File: src/rtl/xy_input_cond.sv
// xy_input_cond
//   Conditions two raw asynchronous inputs for an x/y-driven Mealy machine.
//   Each channel goes through a 2-flop synchroniser and a counter-based
//   debouncer. Each debounced rising edge then becomes a single-cycle pulse.
//   When both channels rise together, x goes first and y is deferred by one
//   cycle, so x and y are never high in the same cycle.
//
// Ports
//   clk      in   system clock, rising edge
//   rst      in   asynchronous active-low reset
//   x_raw    in   raw asynchronous x input
//   y_raw    in   raw asynchronous y input
//   x        out  registered one-cycle pulse per accepted x rise
//   y        out  registered one-cycle pulse per accepted y rise
//   x_level  out  debounced x level
//   y_level  out  debounced y level
//   y_pend   out  a y pulse is being held back by arbitration
module xy_input_cond #(
  parameter int unsigned DB_CNT = 16,
  parameter int unsigned CNT_W  = 5
) (
  input  logic clk,
  input  logic rst,
  input  logic x_raw,
  input  logic y_raw,
  output logic x,
  output logic y,
  output logic x_level,
  output logic y_level,
  output logic y_pend
);

  localparam logic [CNT_W-1:0] CNT_LAST = CNT_W'(DB_CNT - 1);

  logic             x_meta_q, x_sync_q, y_meta_q, y_sync_q;
  logic [CNT_W-1:0] x_cnt_q, x_cnt_d, y_cnt_q, y_cnt_d;
  logic             x_lvl_q, x_lvl_d, y_lvl_q, y_lvl_d;
  logic             x_lvl_dly_q, y_lvl_dly_q;
  logic             x_q, x_d, y_q, y_d, y_pend_q, y_pend_d;
  logic             x_req, y_req;

  // Debounce: the counter only advances while the synchronised input
  // disagrees with the accepted level; any agreement restarts it.
  always_comb begin
    x_cnt_d = x_cnt_q;
    x_lvl_d = x_lvl_q;
    if (x_sync_q == x_lvl_q) begin
      x_cnt_d = '0;
    end else if (x_cnt_q == CNT_LAST) begin
      x_lvl_d = x_sync_q;
      x_cnt_d = '0;
    end else begin
      x_cnt_d = x_cnt_q + 1'b1;
    end
  end

  always_comb begin
    y_cnt_d = y_cnt_q;
    y_lvl_d = y_lvl_q;
    if (y_sync_q == y_lvl_q) begin
      y_cnt_d = '0;
    end else if (y_cnt_q == CNT_LAST) begin
      y_lvl_d = y_sync_q;
      y_cnt_d = '0;
    end else begin
      y_cnt_d = y_cnt_q + 1'b1;
    end
  end

  assign x_req = x_lvl_q & ~x_lvl_dly_q;
  assign y_req = y_lvl_q & ~y_lvl_dly_q;

  // x has priority; a colliding y request is parked in y_pend and served
  // the next cycle. A fresh x request cannot land in that cycle because
  // x_level has only just risen.
  always_comb begin
    x_d      = 1'b0;
    y_d      = 1'b0;
    y_pend_d = y_pend_q;
    if (x_req) begin
      x_d = 1'b1;
      if (y_req) y_pend_d = 1'b1;
    end else if (y_req || y_pend_q) begin
      y_d      = 1'b1;
      y_pend_d = 1'b0;
    end
  end

  always_ff @(posedge clk or negedge rst) begin
    if (!rst) begin
      x_meta_q    <= 1'b0;
      x_sync_q    <= 1'b0;
      y_meta_q    <= 1'b0;
      y_sync_q    <= 1'b0;
      x_cnt_q     <= '0;
      y_cnt_q     <= '0;
      x_lvl_q     <= 1'b0;
      y_lvl_q     <= 1'b0;
      x_lvl_dly_q <= 1'b0;
      y_lvl_dly_q <= 1'b0;
      x_q         <= 1'b0;
      y_q         <= 1'b0;
      y_pend_q    <= 1'b0;
    end else begin
      x_meta_q    <= x_raw;
      x_sync_q    <= x_meta_q;
      y_meta_q    <= y_raw;
      y_sync_q    <= y_meta_q;
      x_cnt_q     <= x_cnt_d;
      y_cnt_q     <= y_cnt_d;
      x_lvl_q     <= x_lvl_d;
      y_lvl_q     <= y_lvl_d;
      x_lvl_dly_q <= x_lvl_q;
      y_lvl_dly_q <= y_lvl_q;
      x_q         <= x_d;
      y_q         <= y_d;
      y_pend_q    <= y_pend_d;
    end
  end

  assign x       = x_q;
  assign y       = y_q;
  assign x_level = x_lvl_q;
  assign y_level = y_lvl_q;
  assign y_pend  = y_pend_q;

endmodule

File: config.mk
export PLATFORM = sky130hd
export DESIGN_NAME = xy_input_cond
export DESIGN_NICKNAME = d
export VERILOG_FILES = /design/src/rtl/xy_input_cond.sv
export SDC_FILE = /design/constraint.sdc
export NUM_CORES = 1
export LEC_CHECK = 0
export CAP_MARGIN = 10
export CELL_PAD_IN_SITES_DETAIL_PLACEMENT = 2
export CELL_PAD_IN_SITES_GLOBAL_PLACEMENT = 2
export CORE_MARGIN = 2
export CORE_UTILIZATION = 32
export DETAILED_ROUTE_END_ITERATION = 6
export HOLD_SLACK_MARGIN = 0.1
export PLACE_DENSITY_LB_ADDON = 0.15
export SLEW_MARGIN = 10
export SYNTH_ARGS = -nofsm -noshare
export SYNTH_HDL_FRONTEND = slang
export SYNTH_SLANG_ARGS = --single-unit
File: constraint.sdc
create_clock -name clk -period 1.4 [get_ports clk]
set_clock_uncertainty 0.2 [all_clocks]
set_input_delay 0.28 -clock clk [delete_from_list [all_inputs] [get_ports clk]]
set_output_delay 0.28 -clock clk [all_outputs]
set_load 0.02 [all_outputs]
-- Yosys cells after proc, flatten, opt, wreduce, memory -nomap -nowiden
Cells that the tools add are included.
- word-level logic and storage cells: 41
- input port bits: 4
- bits in registers: 21
- reductions and logical operators: 5
- bitwise logic cells: 6
- $add $sub $neg: 2
- muxes and demuxes: 10
- equality and inequality tests: 5
- operators with widths (kind ; count):
    $mux 5 ; 4
    $add 5x1->5 const B ; 2
    $eq 5x4->1 const B ; 2
    $mux 1 ; 6
    $reduce_and 2->1 ; 3
    $not 1->1 ; 4
    $and 1x1->1 ; 2
    $eq 1x1->1 ; 2
    $ne 2x1->1 const B ; 1
    $reduce_bool 2->1 ; 1
    $logic_or 1x1->1 ; 1

-- Longest topological paths before layout
Gate-level depths: netlist (run 1).
- word-level depth: 5
- gate-level depth with buffers: 4

-- Least setup slack after synthesis (run 1)
Ideal clock, no wire load.
- path kind: register to register
- start: reg y_cnt_q[0]
- end: reg y_lvl_q (netlist: y_level)
- data required time: 1073 ps
- clock period less this slack: 1366 ps
- path buffers: 0
- arrival time: 1039 ps
- slack: 34 ps
- cell stages (with the launch flop): 5
- cell sequence: dfrtp_1 > ha_1 > nand3_2 > nor2_1 > mux2_1
- cells in the longest elaborated chain, start to end: 2
- ends and longest elaborated chain (what ; line ; text):
    start: declaration ; 36 ; logic [CNT_W-1:0] x_cnt_q, x_cnt_d, y_cnt_q, y_cnt_d;
    start signal: assignment ; 110 ; y_cnt_q <= y_cnt_d;
    $eq 5x4->1 ; 62 ; end else if (y_cnt_q == CNT_LAST) begin
    $reduce_and 2->1 (no source line) ; n/a ;
    end signal: assignment ; 112 ; y_lvl_q <= y_lvl_d;
    end: declaration ; 37 ; logic x_lvl_q, x_lvl_d, y_lvl_q, y_lvl_d;
Every way passes these cells.
A chain may end at the register's enable or synchronous reset.

-- Worst setup path in the final report (run 1)
- start: reg x_cnt_q[0]
- end: reg x_lvl_q (netlist: x_level)
- cells in the longest elaborated chain, start to end: 2
- ends and longest elaborated chain (what ; line ; text):
    start: declaration ; 36 ;
    start signal: assignment ; 109 ; x_cnt_q <= x_cnt_d;
    $eq 5x4->1 ; 49 ; end else if (x_cnt_q == CNT_LAST) begin
    $reduce_and 2->1 (no source line) ; n/a ;
    end signal: assignment ; 111 ; x_lvl_q <= x_lvl_d;
    end: declaration ; 37 ;
Every way passes these cells.

==> out/qor.txt, run 1 <==
status: finished, final reports clean
Final Hold Viols: 0
switching portion of total power: 0.2272
CP Class: reg2reg
DRC: 0
ANT cells: 0
Skew-Pair Late Insertion Delay: 0.29 ns
dominant cell type by area after synthesis: dfrtp_1
hold buffer count at CTS: 0
top cell type's share of synthesized area: 0.6931
filler instances: 229
crit-path max FO: 3
Avg WL per Cell: 13.72 µm
initial antenna violation count: 0
Period minus WS final: 1.393 ns
Yosys reg bits: 21
Sink Count: 21
clock buffer depth: 2
switching power: 0.2318 mW
Setup WS post-layout: 0.007316 ns
Worst Max-Slew Pin Slew: 0.2382 ns
Pleak: 0.5320 nW
pre-CTS setup slack: -0.04733 ns
Final GP Congestion: 0.7088
Critical Path End Type: flip-flop
Max Cap Viol: 0
die width: 52.68 µm
CTS HTree Levels: 1
Vias per Instance: 4.459
DRT iter0 DRCs: 2
largest net degree at the start of global routing: 22
WL final: 1.495 mm
DR pass1 iterations: 2
TritonCTS clock tree: yes
Hold Crit Class: in2async
share of cells above drive strength 1: 0.4444
core area: 2233 µm²
hold_ws: 0.1325 ns
f_max: 718.0 MHz
via count: 486
Yosys cell types: 18
RSZ-0062 raised after global routing: yes
# port buffers: 8
WP data arrival: 1.38 ns
final slew viol count: 0
die area: 2775 µm²
post-synthesis net count: 62
final worst path period share: 0.9948
Worst IR Drop VDD: 0.4214 mV
post-route core utilization: 0.4633
CP startpoint kind: flip-flop
io pins: 9
grt ovf: 0
Initial Util: 0.3395
Rows: 17
vias in the first global route: 556
Flop pwr share: 0.630
synth warn: 0
die height: 52.68 µm
Slew HR: 0.8401
final setup fails: 0
Gate power share: 0.090
synth-to-layout area growth: 36.47%
cells after synthesis: 56
Tot GR Track Use: 0.1273
Mapped Area: 758.2 µm²
WP data required: 1.39 ns
Nets: 88
dpl hpwl: 1.043 mm
sequential element share of the synthesized area: 0.6931
total clock buffers created by CTS: 3
Int Pwr: 0.7883 mW
Design Power: 1.020 mW
Synth area leaders: dfrtp_1 (69%), xor2_1 (6.9%), nor2_1 (4.0%), ha_1 (3.3%), mux2_1 (3.0%)
CTS Root Cell: clkbuf_4
path depth of the worst reg2reg path: 4
Final ANT Viol Nets: 0
clock network power share: 0.281
Power Dens Cells: 985.8 nW/µm²
Mapped Avg Cell Area: 13.54 µm²
first-pass GRT wire length: 2.449 mm
CTS clk-pin slew, worst paths: 0.11 ns
## what timing repair did
action / in CTS / in global routing
pin swaps: 5 / 5
buffers inserted: 5 / 2
endpoints found under the hold margin: 0 / 0
resized for setup: 25 / 6
setup endpoints to repair: 7 / 8
## worst paths after layout
| path | startpoint | endpoint | slack (ns) |
|---|---|---|---|
| min in group clk | x_meta_q$_DFF_PN0_ | x_sync_q$_DFF_PN0_ | 0.17 |
| worst min-delay path | rst | y_lvl_dly_q$_DFF_PN0_ | 0.13 |
| max in group asynchronous | rst | x_cnt_q[1]$_DFF_PN0_ | 0.74 |
| worst max register to register | x_cnt_q[0]$_DFF_PN0_ | x_level$_DFFE_PN0P_ | 0.007 |
| worst max-delay path | x_cnt_q[0]$_DFF_PN0_ | x_level$_DFFE_PN0P_ | 0.007 |
| worst min register to register | x_meta_q$_DFF_PN0_ | x_sync_q$_DFF_PN0_ | 0.17 |
## cells in the final DEF (no fill, tap or decap), types with 2 or more instances in the layout
master	count
clkbuf_4	3
inv_1	3
buf_2	5
xor2_1	4
xor2_2	2
dfrtp_1	21
nor2_2	3
nor2_1	6
ha_2	2
buf_4	12
nand3_2	3
mux2_4	2
clkdlybuf4s50_1	3
## layer usage
layer	share of wire	global-route usage	vias to the layer above
li1	-	-	225
met1	0.42	0.1341	251
met2	0.54	0.2271	6
met3	0.029	0.03143	4
met4	0.017	0.07265	0
met5	0	0	-
## cells by family (layout without fill, tap and decap cells)
kind of cell	Yosys count	in the layout	share of synthesized area
AO/OA/AOI/OAI	3	3	0.02474
XOR/XNOR	6	6	0.06931
adder cells (fa/ha/maj)	2	2	0.03300
buffers and inverters	3	28	0.01485
flip-flops	21	21	0.6931
multiplexers	2	2	0.02970
AND/OR/NAND/NOR	19	19	0.1353
## cells in the mapped netlist
| library cell | number |
|---|---|
| o21ai_2 | 1 |
| and2_2 | 1 |
| inv_1 | 3 |
| and3_2 | 1 |
| and2_1 | 1 |
| nand3_1 | 3 |
| nand3_2 | 1 |
| nor2_1 | 8 |
| dfrtp_1 | 21 |
| and2b_1 | 1 |
| ha_1 | 2 |
| and3_1 | 1 |
| mux2_1 | 2 |
| xor2_1 | 6 |
| nor2b_1 | 1 |
| a21oi_1 | 1 |
| nor2_2 | 1 |
| o21ai_1 | 1 |
## sequential cells by signal (all words and copies together) (netlist names)
| register | cells |
|---|---|
| y_lvl_dly_q | 1 |
| x | 1 |
| y_sync_q | 1 |
| x_lvl_dly_q | 1 |
| y_cnt_q | 5 |
| y_pend | 1 |
| x_cnt_q | 5 |
| y_level | 1 |
| x_level | 1 |
| x_meta_q | 1 |
| y | 1 |
| y_meta_q | 1 |
| x_sync_q | 1 |
## power by group through the flow
stage	Sequential [mW]	Clock [mW]	Combinational [mW]
5_1_grt	0.645	0.315	0.104
3_5_place_dp	0.652	0	0.0742
3_3_place_gp	0.650	0	0.0699
6_report	0.642	0.286	0.0916
2_1_floorplan	0.649	0	0.0272
4_1_cts	0.641	0.295	0.0866
## stage by stage
stage / instance area (µm²) / TNS (ns) / cells
5_1_grt: 1035 / -0.2374 / 109
3_3_place_gp: 938.4 / -0.02652 / 99
6_report: 1035 / 0 / 109
3_5_place_dp: 938.4 / -0.1313 / 99
2_1_floorplan: 758.2 / 0 / 56
4_1_cts: 993.5 / -0.03126 / 108
## critical path, cell delays in order, from the launching register on
cell and delay, ns:
dfrtp_1 0.38, ha_2 0.20, nand3_2 0.10, nor2_2 0.11
mux2_4 0.30
## cell type report
class | count | area [µm²] | share of cell area
well taps | 28 | 35.03 | 0.03386
inverters | 3 | 11.26 | 0.01088
clock buffers | 4 | 26.28 | 0.02539
multi-input cells | 32 | 271.5 | 0.2624
flip-flops and latches | 21 | 525.5 | 0.5079
repair buffers | 21 | 165.2 | 0.1596
(Power assumes the default switching activity.)
==> run 2: changes to the inputs <==
--- a/config.mk
+++ b/config.mk
@@ -5,11 +5,12 @@
 export SDC_FILE = /design/constraint.sdc
 export NUM_CORES = 1
 export LEC_CHECK = 0
+export ABC_AREA = 1
 export CAP_MARGIN = 10
-export CELL_PAD_IN_SITES_DETAIL_PLACEMENT = 2
+export CELL_PAD_IN_SITES_DETAIL_PLACEMENT = 0
 export CELL_PAD_IN_SITES_GLOBAL_PLACEMENT = 2
 export CORE_MARGIN = 2
-export CORE_UTILIZATION = 32
+export CORE_UTILIZATION = 30
 export DETAILED_ROUTE_END_ITERATION = 6
 export HOLD_SLACK_MARGIN = 0.1
 export PLACE_DENSITY_LB_ADDON = 0.15
==> run 2 against run 1 <==
  * Worst hold slack improved by 0.021 ns
  * Register-to-register slack improved by 0.12 ns
  * Routed wire length fell by 16%
  * Synthesized cell count rose by 46%
  * First-iteration DRC count rose to 2.5 times the previous value
  * Global-route usage fell by 2.9 points
  * Sequential cell count did not move
  * Setup slack improved by 0.058 ns
  * Combinational power fell by 28%
  * Fmax rose by 4.4%
  * Critical endpoint is now y_pend
  * Largest cell class unchanged
  * Largest power group unchanged
  * Highest routed layer unchanged
==> out/qor.txt, run 2 <==
cells after synthesis: 82 (+46%)
# port buffers: 8 (unchanged)
Period minus WS final: 1.335 ns (-0.05812 ns)
Mapped Area: 810.8 µm² (+6.9%)
most instantiated cells after synthesis: dfrtp_1 (21), nand2_1 (20), nor2_1 (13), inv_1 (12)
die width: 55.99 µm (+6.3%)
Post-synth ARST share: 1.000 (unchanged)
first-pass GRT wire length: 2.339 mm (-4.5%)
vias in the first global route: 541 (-2.7%)
Critical Path End Type: output port
worst hold endpoint: y_sync_q$_DFF_PN0_
hold_ws: 0.1538 ns (+0.02126 ns)
WP data required: 0.92 ns (-0.47 ns)
DRT iter0 DRCs: 5 (+3)
WP depth: 1 (-3)
delay-heaviest family, CP: flip-flops
Avg WL per Cell: 9.805 µm (-29%)
die height: 55.99 µm (+6.3%)
filler instances: 262 (+14%)
top cell type's share of synthesized area: 0.6481 (-0.04492)
Post-synth EDFFs: 0 (unchanged)
Skew-Pair Late Insertion Delay: 0.30 ns (about the same)
pre-CTS setup slack: -0.01145 ns (+0.03588 ns)
WL final: 1.255 mm (-16%)
dominant cell type by area after synthesis: dfrtp_1
Placed Area: 963.4 µm² (+2.7%)
ANT cells: 0 (unchanged)
CP bufs+invs: 1 (+1)
post-synthesis net count: 88 (+42%)
final setup fails: 0 (unchanged)
slowest stage delay, CP: 0.39 ns (about the same)
Vias per Instance: 4.305 (-3.5%)
Slew HR: 0.8793 (+0.03922)
ys flop type: dfrtp_1
Final GP Congestion: 0.6720 (-5.2%)
worst hold start: y_meta_q$_DFF_PN0_
WHS Path Cells: 0
Yosys cell types: 11 (-7)
FF-to-FF End: x_cnt_q[0]$_DFF_PN0_
share of cells above drive strength 1: 0.1429 (-0.3016)
Synth area leaders: dfrtp_1 (65%), nand2_1 (9.3%), nor2_1 (6.0%), inv_1 (5.6%), ha_1 (3.1%)
Final Hold Viols: 0 (unchanged)
io pins: 9 (unchanged)
CTS clk-pin slew, worst paths: 0.12 ns (about the same)
Rows: 18 (+1)
Yosys reg bits: 21 (unchanged)
via count: 551 (+13%)
largest registers: x_cnt_q (5), y_cnt_q (5)
CP Class: reg2out
largest net degree at the start of global routing: 22 (unchanged)
CP startpoint kind: flip-flop
commonest non-fill, non-tap cell in the layout: dfrtp_1
most frequent cells in the layout: dfrtp_1 (21), nand2_1 (20), nor2_1 (13), inv_1 (12), buf_2 (5)
status: finished, final reports clean
initial antenna violation count: 0 (unchanged)
count leader, synth: dfrtp_1
final worst path period share: 0.9533 (-0.04152)
DR pass1 iterations: 3 (+1)
CTS Root Cell: clkbuf_4
Worst IR Drop VDD: 0.5926 mV (+41%)
Worst Max-Slew Pin Slew: 0.1810 ns (-0.05724 ns)
path depth of the worst reg2reg path: 4 (unchanged)
final instance area: 974.7 µm² (-5.8%)
FF-to-FF Start: x_cnt_q[0]$_DFF_PN0_
synth-to-layout area growth: 20.22%
grt ovf: 0 (unchanged)
synth warn: 0 (unchanged)
Max Cap Viol: 0 (unchanged)
Layout Cells excl Fill: 128 (+17%)
Final ANT Viol Nets: 0 (unchanged)
Tot GR Track Use: 0.09834 (-0.02892)
Initial Util: 0.3214 (-0.01807)
Setup WS post-layout: 0.06544 ns (+0.05812 ns)
clock buffer depth: 2 (unchanged)
sequential element share of the synthesized area: 0.6481 (-0.04492)
Hold Crit Class: reg2reg
Inst Count DP: 123 (+24%)
core area: 2522 µm² (+13%)
Pleak: 0.5017 nW (-5.7%)
WP data arrival: 0.85 ns (-0.53 ns)
CTS HTree Levels: 1 (unchanged)
TritonCTS clock tree: yes
setup bufs post-CTS: 0 (-5)
post-route core utilization: 0.3864 (-0.07690)
dpl hpwl: 890.5 µm (-15%)
total clock buffers created by CTS: 3 (unchanged)
flop-to-flop setup slack: 0.13 ns (+0.12 ns)
Nets: 105 (+19%)
cells along the critical path: buf_2
Crit-path slowest cell: dfrtp_1
final slew viol count: 0 (unchanged)
Power Dens Cells: 1027 nW/µm² (+4.2%)
Mapped Avg Cell Area: 9.888 µm² (-27%)
Sink Count: 21 (unchanged)
crit-path max FO: 2 (-1)
die area: 3134 µm² (+13%)
RSZ-0062 raised after global routing: no
f_max: 749.3 MHz (+4.4%)
DRC: 0 (unchanged)
## run 2: cell count changes after synthesis, sizes merged, moves of 2 or more
cell,delta
mux2,-2
nor2,+6
inv,+9
nand2,+20
xnor2,+2
and2,-2
and3,-2
o21ai,-2
nand4,+4
xor2,-6
## run 2: worst max path at each step
stage,startpoint,endpoint
after floorplan,y_cnt_q[0]$_DFF_PN0_,y_level$_DFFE_PN0P_
after global placement,y_level$_DFFE_PN0P_,y_level
after detailed placement,y_level$_DFFE_PN0P_,y_level
after CTS,y_pend$_DFFE_PN0P_,y_pend
after global routing,x_level$_DFFE_PN0P_,x_level
final,y_pend$_DFFE_PN0P_,y_pend
## run 2: per-layer routing
metal / track usage / routed length, µm
met4: 0.04082 / 23
met5: 0 / 0
met1: 0.1208 / 618
met2: 0.1462 / 550
met3: 0.04884 / 62
## run 2: area by class of cell
class | instances | area, µm² | area share
clock buffers | 4 | 26.28 | 0.02696
inverters | 12 | 45.04 | 0.04621
repair buffers | 12 | 100.1 | 0.1027
multi-input cells | 49 | 240.2 | 0.2465
flip-flops and latches | 21 | 525.5 | 0.5392
well taps | 30 | 37.54 | 0.03851
## run 2: what timing repair did
item	in CTS	in global routing
hold endpoints to repair	11	0
hold buffers	1	0
setup endpoints to repair	5	0
resized for setup	20	0
## run 2: worst reg2reg max path, delay by kind of cell (launching register included)
family	cells	cell delay [ns]
fa+ha+maj	1	0.25
flops	1	0.42
simple gates	3	0.33
## run 2: where the power goes
part | switching (mW) | internal (mW) | total (mW) | leakage (nW)
clock | 0.181 | 0.111 | 0.293 | 0.0150
sequential | 0.0170 | 0.626 | 0.643 | 0.279
combinational | 0.0337 | 0.0318 | 0.0655 | 0.208
total | 0.232 | 0.769 | 1.00 | 0.502
## run 2: through the flow
| step | total power, mW | TNS, ns |
|---|---|---|
| 6_report | 1.001 | 0 |
| 5_1_grt | 1.057 | 0 |
| 4_1_cts | 1.025 | 0 |
| 3_5_place_dp | 0.7208 | -0.02584 |
| 3_3_place_gp | 0.7196 | 0 |
| 2_1_floorplan | 0.6835 | 0 |
## run 2: kinds of logic after synthesis
logic type | share of synthesized area
compound gates | 0.02005
fa+ha+maj | 0.03086
buf+inv | 0.05555
simple gates | 0.2238
flops | 0.6481
xor+xnor | 0.02161
==> run 3: changes to the inputs <==
--- a/config.mk
+++ b/config.mk
@@ -9,7 +9,7 @@
 export CAP_MARGIN = 10
 export CELL_PAD_IN_SITES_DETAIL_PLACEMENT = 0
 export CELL_PAD_IN_SITES_GLOBAL_PLACEMENT = 2
-export CORE_MARGIN = 2
+export CORE_MARGIN = 3
 export CORE_UTILIZATION = 30
 export DETAILED_ROUTE_END_ITERATION = 6
 export HOLD_SLACK_MARGIN = 0.1
==> run 3 against run 2 <==
  * Worst hold slack gained 0.0079 ns
  * First-iteration DRC count grew 120%
  * Non-clock buffer count is the same
  * Register-to-register slack is essentially flat
  * Design area is the same
  * Combinational power shrank 1%
  * Critical path type unchanged
  * Critical endpoint is now y_level
==> out/qor.txt, run 3 (synthesized netlist as in run 2, its figures left out) <==
status: finished, final reports clean
WL final: 1.277 mm (+1.8%)
crit-path max FO: 2 (unchanged)
FF-to-FF Start: x_cnt_q[0]$_DFF_PN0_
die area: 3362 µm² (+7.3%)
Rows: 18 (unchanged)
Avg WL per Cell: 9.977 µm (+1.8%)
dpl hpwl: 921.6 µm (+3.5%)
total clock buffers created by CTS: 3 (unchanged)
Skew-Pair Late Insertion Delay: 0.30 ns (about the same)
CTS clk-pin slew, worst paths: 0.11 ns (about the same)
commonest non-fill, non-tap cell in the layout: dfrtp_1
Nets: 105 (unchanged)
ANT cells: 0 (unchanged)
WP data required: 0.92 ns (about the same)
Power Dens Cells: 1017 nW/µm² (-0.98%)
RSZ-0062 raised after global routing: no
Slew HR: 0.8681 (-0.01123)
CTS Root Cell: clkbuf_4
# port buffers: 8 (unchanged)
Tot GR Track Use: 0.08769 (-0.01066)
largest registers: x_cnt_q (5), y_cnt_q (5)
Max Cap Viol: 0 (unchanged)
WHS Path Cells: 0 (unchanged)
delay-heaviest family, CP: flip-flops
die height: 57.99 µm (+3.6%)
Crit-path slowest cell: dfrtp_1
f_max: 755.7 MHz (+0.85%)
flop-to-flop setup slack: 0.13 ns (about the same)
CP bufs+invs: 1 (unchanged)
CTS HTree Levels: 1 (unchanged)
final instance area: 974.7 µm² (unchanged)
largest net degree at the start of global routing: 22 (unchanged)
WP data arrival: 0.84 ns (about the same)
Worst Max-Slew Pin Slew: 0.1978 ns (+0.01684 ns)
DRT iter0 DRCs: 11 (+6)
slowest stage delay, CP: 0.39 ns (about the same)
io pins: 9 (unchanged)
share of cells above drive strength 1: 0.1429 (unchanged)
Initial Util: 0.3214 (unchanged)
core area: 2522 µm² (unchanged)
worst hold start: y_meta_q$_DFF_PN0_
CP Class: reg2out
Vias per Instance: 4.250 (-1.3%)
post-route core utilization: 0.3864 (unchanged)
Setup WS post-layout: 0.07669 ns (+0.01125 ns)
initial antenna violation count: 0 (unchanged)
total negative slack: 0 ns (unchanged)
DRC: 0 (unchanged)
via count: 544 (-1.3%)
CP startpoint kind: flip-flop
final setup fails: 0 (unchanged)
Final Hold Viols: 0 (unchanged)
Final GP Congestion: 0.7170 (+6.7%)
pre-CTS setup slack: -0.01197 ns (-0.0005191 ns)
cells along the critical path: buf_2
die width: 57.99 µm (+3.6%)
setup bufs post-CTS: 0 (unchanged)
most frequent cells in the layout: dfrtp_1 (21), nand2_1 (20), nor2_1 (13), inv_1 (12), buf_2 (5)
Period minus WS final: 1.323 ns (-0.01125 ns)
path depth of the worst reg2reg path: 4 (unchanged)
Final ANT Viol Nets: 0 (unchanged)
Pleak: 0.5017 nW (unchanged)
grt ovf: 0 (unchanged)
Critical Path End Type: output port
Sink Count: 21 (unchanged)
Placed Area: 963.4 µm² (unchanged)
final worst path period share: 0.9452 (-0.008039)
final slew viol count: 0 (unchanged)
DR pass1 iterations: 4 (+1)
synth-to-layout area growth: 20.22% (unchanged)
clock buffer depth: 2 (unchanged)
FF-to-FF End: x_cnt_q[0]$_DFF_PN0_
first-pass GRT wire length: 2.187 mm (-6.5%)
TritonCTS clock tree: yes
Hold Crit Class: reg2reg
vias in the first global route: 507 (-6.3%)
Worst IR Drop VDD: 0.6495 mV (+9.6%)
worst hold endpoint: y_sync_q$_DFF_PN0_
==> run 3: worst max-delay path by stage <==
stage	startpoint	cells past startpoint	to	slack (ns)
after floorplan	y_cnt_q[0]$_DFF_PN0_	5	y_level$_DFFE_PN0P_	0.25
after global placement	y_level$_DFFE_PN0P_	1	y_level	-0.0009
after detailed placement	y_level$_DFFE_PN0P_	1	y_level	-0.01
after CTS	y_pend$_DFFE_PN0P_	1	y_pend	0.05
after global routing	y_level$_DFFE_PN0P_	1	y_level	0.009
final	y_level$_DFFE_PN0P_	1	y_level	0.08
==> run 3: area by class of cell <==
type / count / area (µm²)
sequential: 21 / 525.5
fill: 261 / 1548
timing repair buffer: 12 / 100.1
tap: 30 / 37.54
multi-input combinational: 49 / 240.2
clock buffer: 4 / 26.28
inverter: 12 / 45.04
==> run 3: through the flow <==
step	hold slack, ns	cells	total power, mW
finish	0.1617	128	0.9915
CTS	0.1025	127	1.018
global route	0.1741	128	1.058
floorplan	-0.2156	82	0.6835
detailed placement	0.1363	123	0.7206
global placement	0.1355	123	0.7193
==> run 3: timing repair <==
item	CTS	global route
endpoints found under the hold margin	0	12
hold buffers	0	1
resized for setup	20	0
endpoints found under the setup margin	5	0
==> run 3: routing by layer <==
layer,track usage,share of wire,vias to the layer above
met1,0.1070,0.50,248
met3,0.04677,0.050,2
met2,0.1323,0.44,9
met4,0.02980,0.011,0
met5,0,0,-
li1,-,-,285
==> run 3: power by group <==
part | switching [mW] | total, mW | internal [mW]
Sequential | 0.0179 | 0.644 | 0.626
Clock | 0.172 | 0.283 | 0.111
Combinational | 0.0331 | 0.0646 | 0.0315
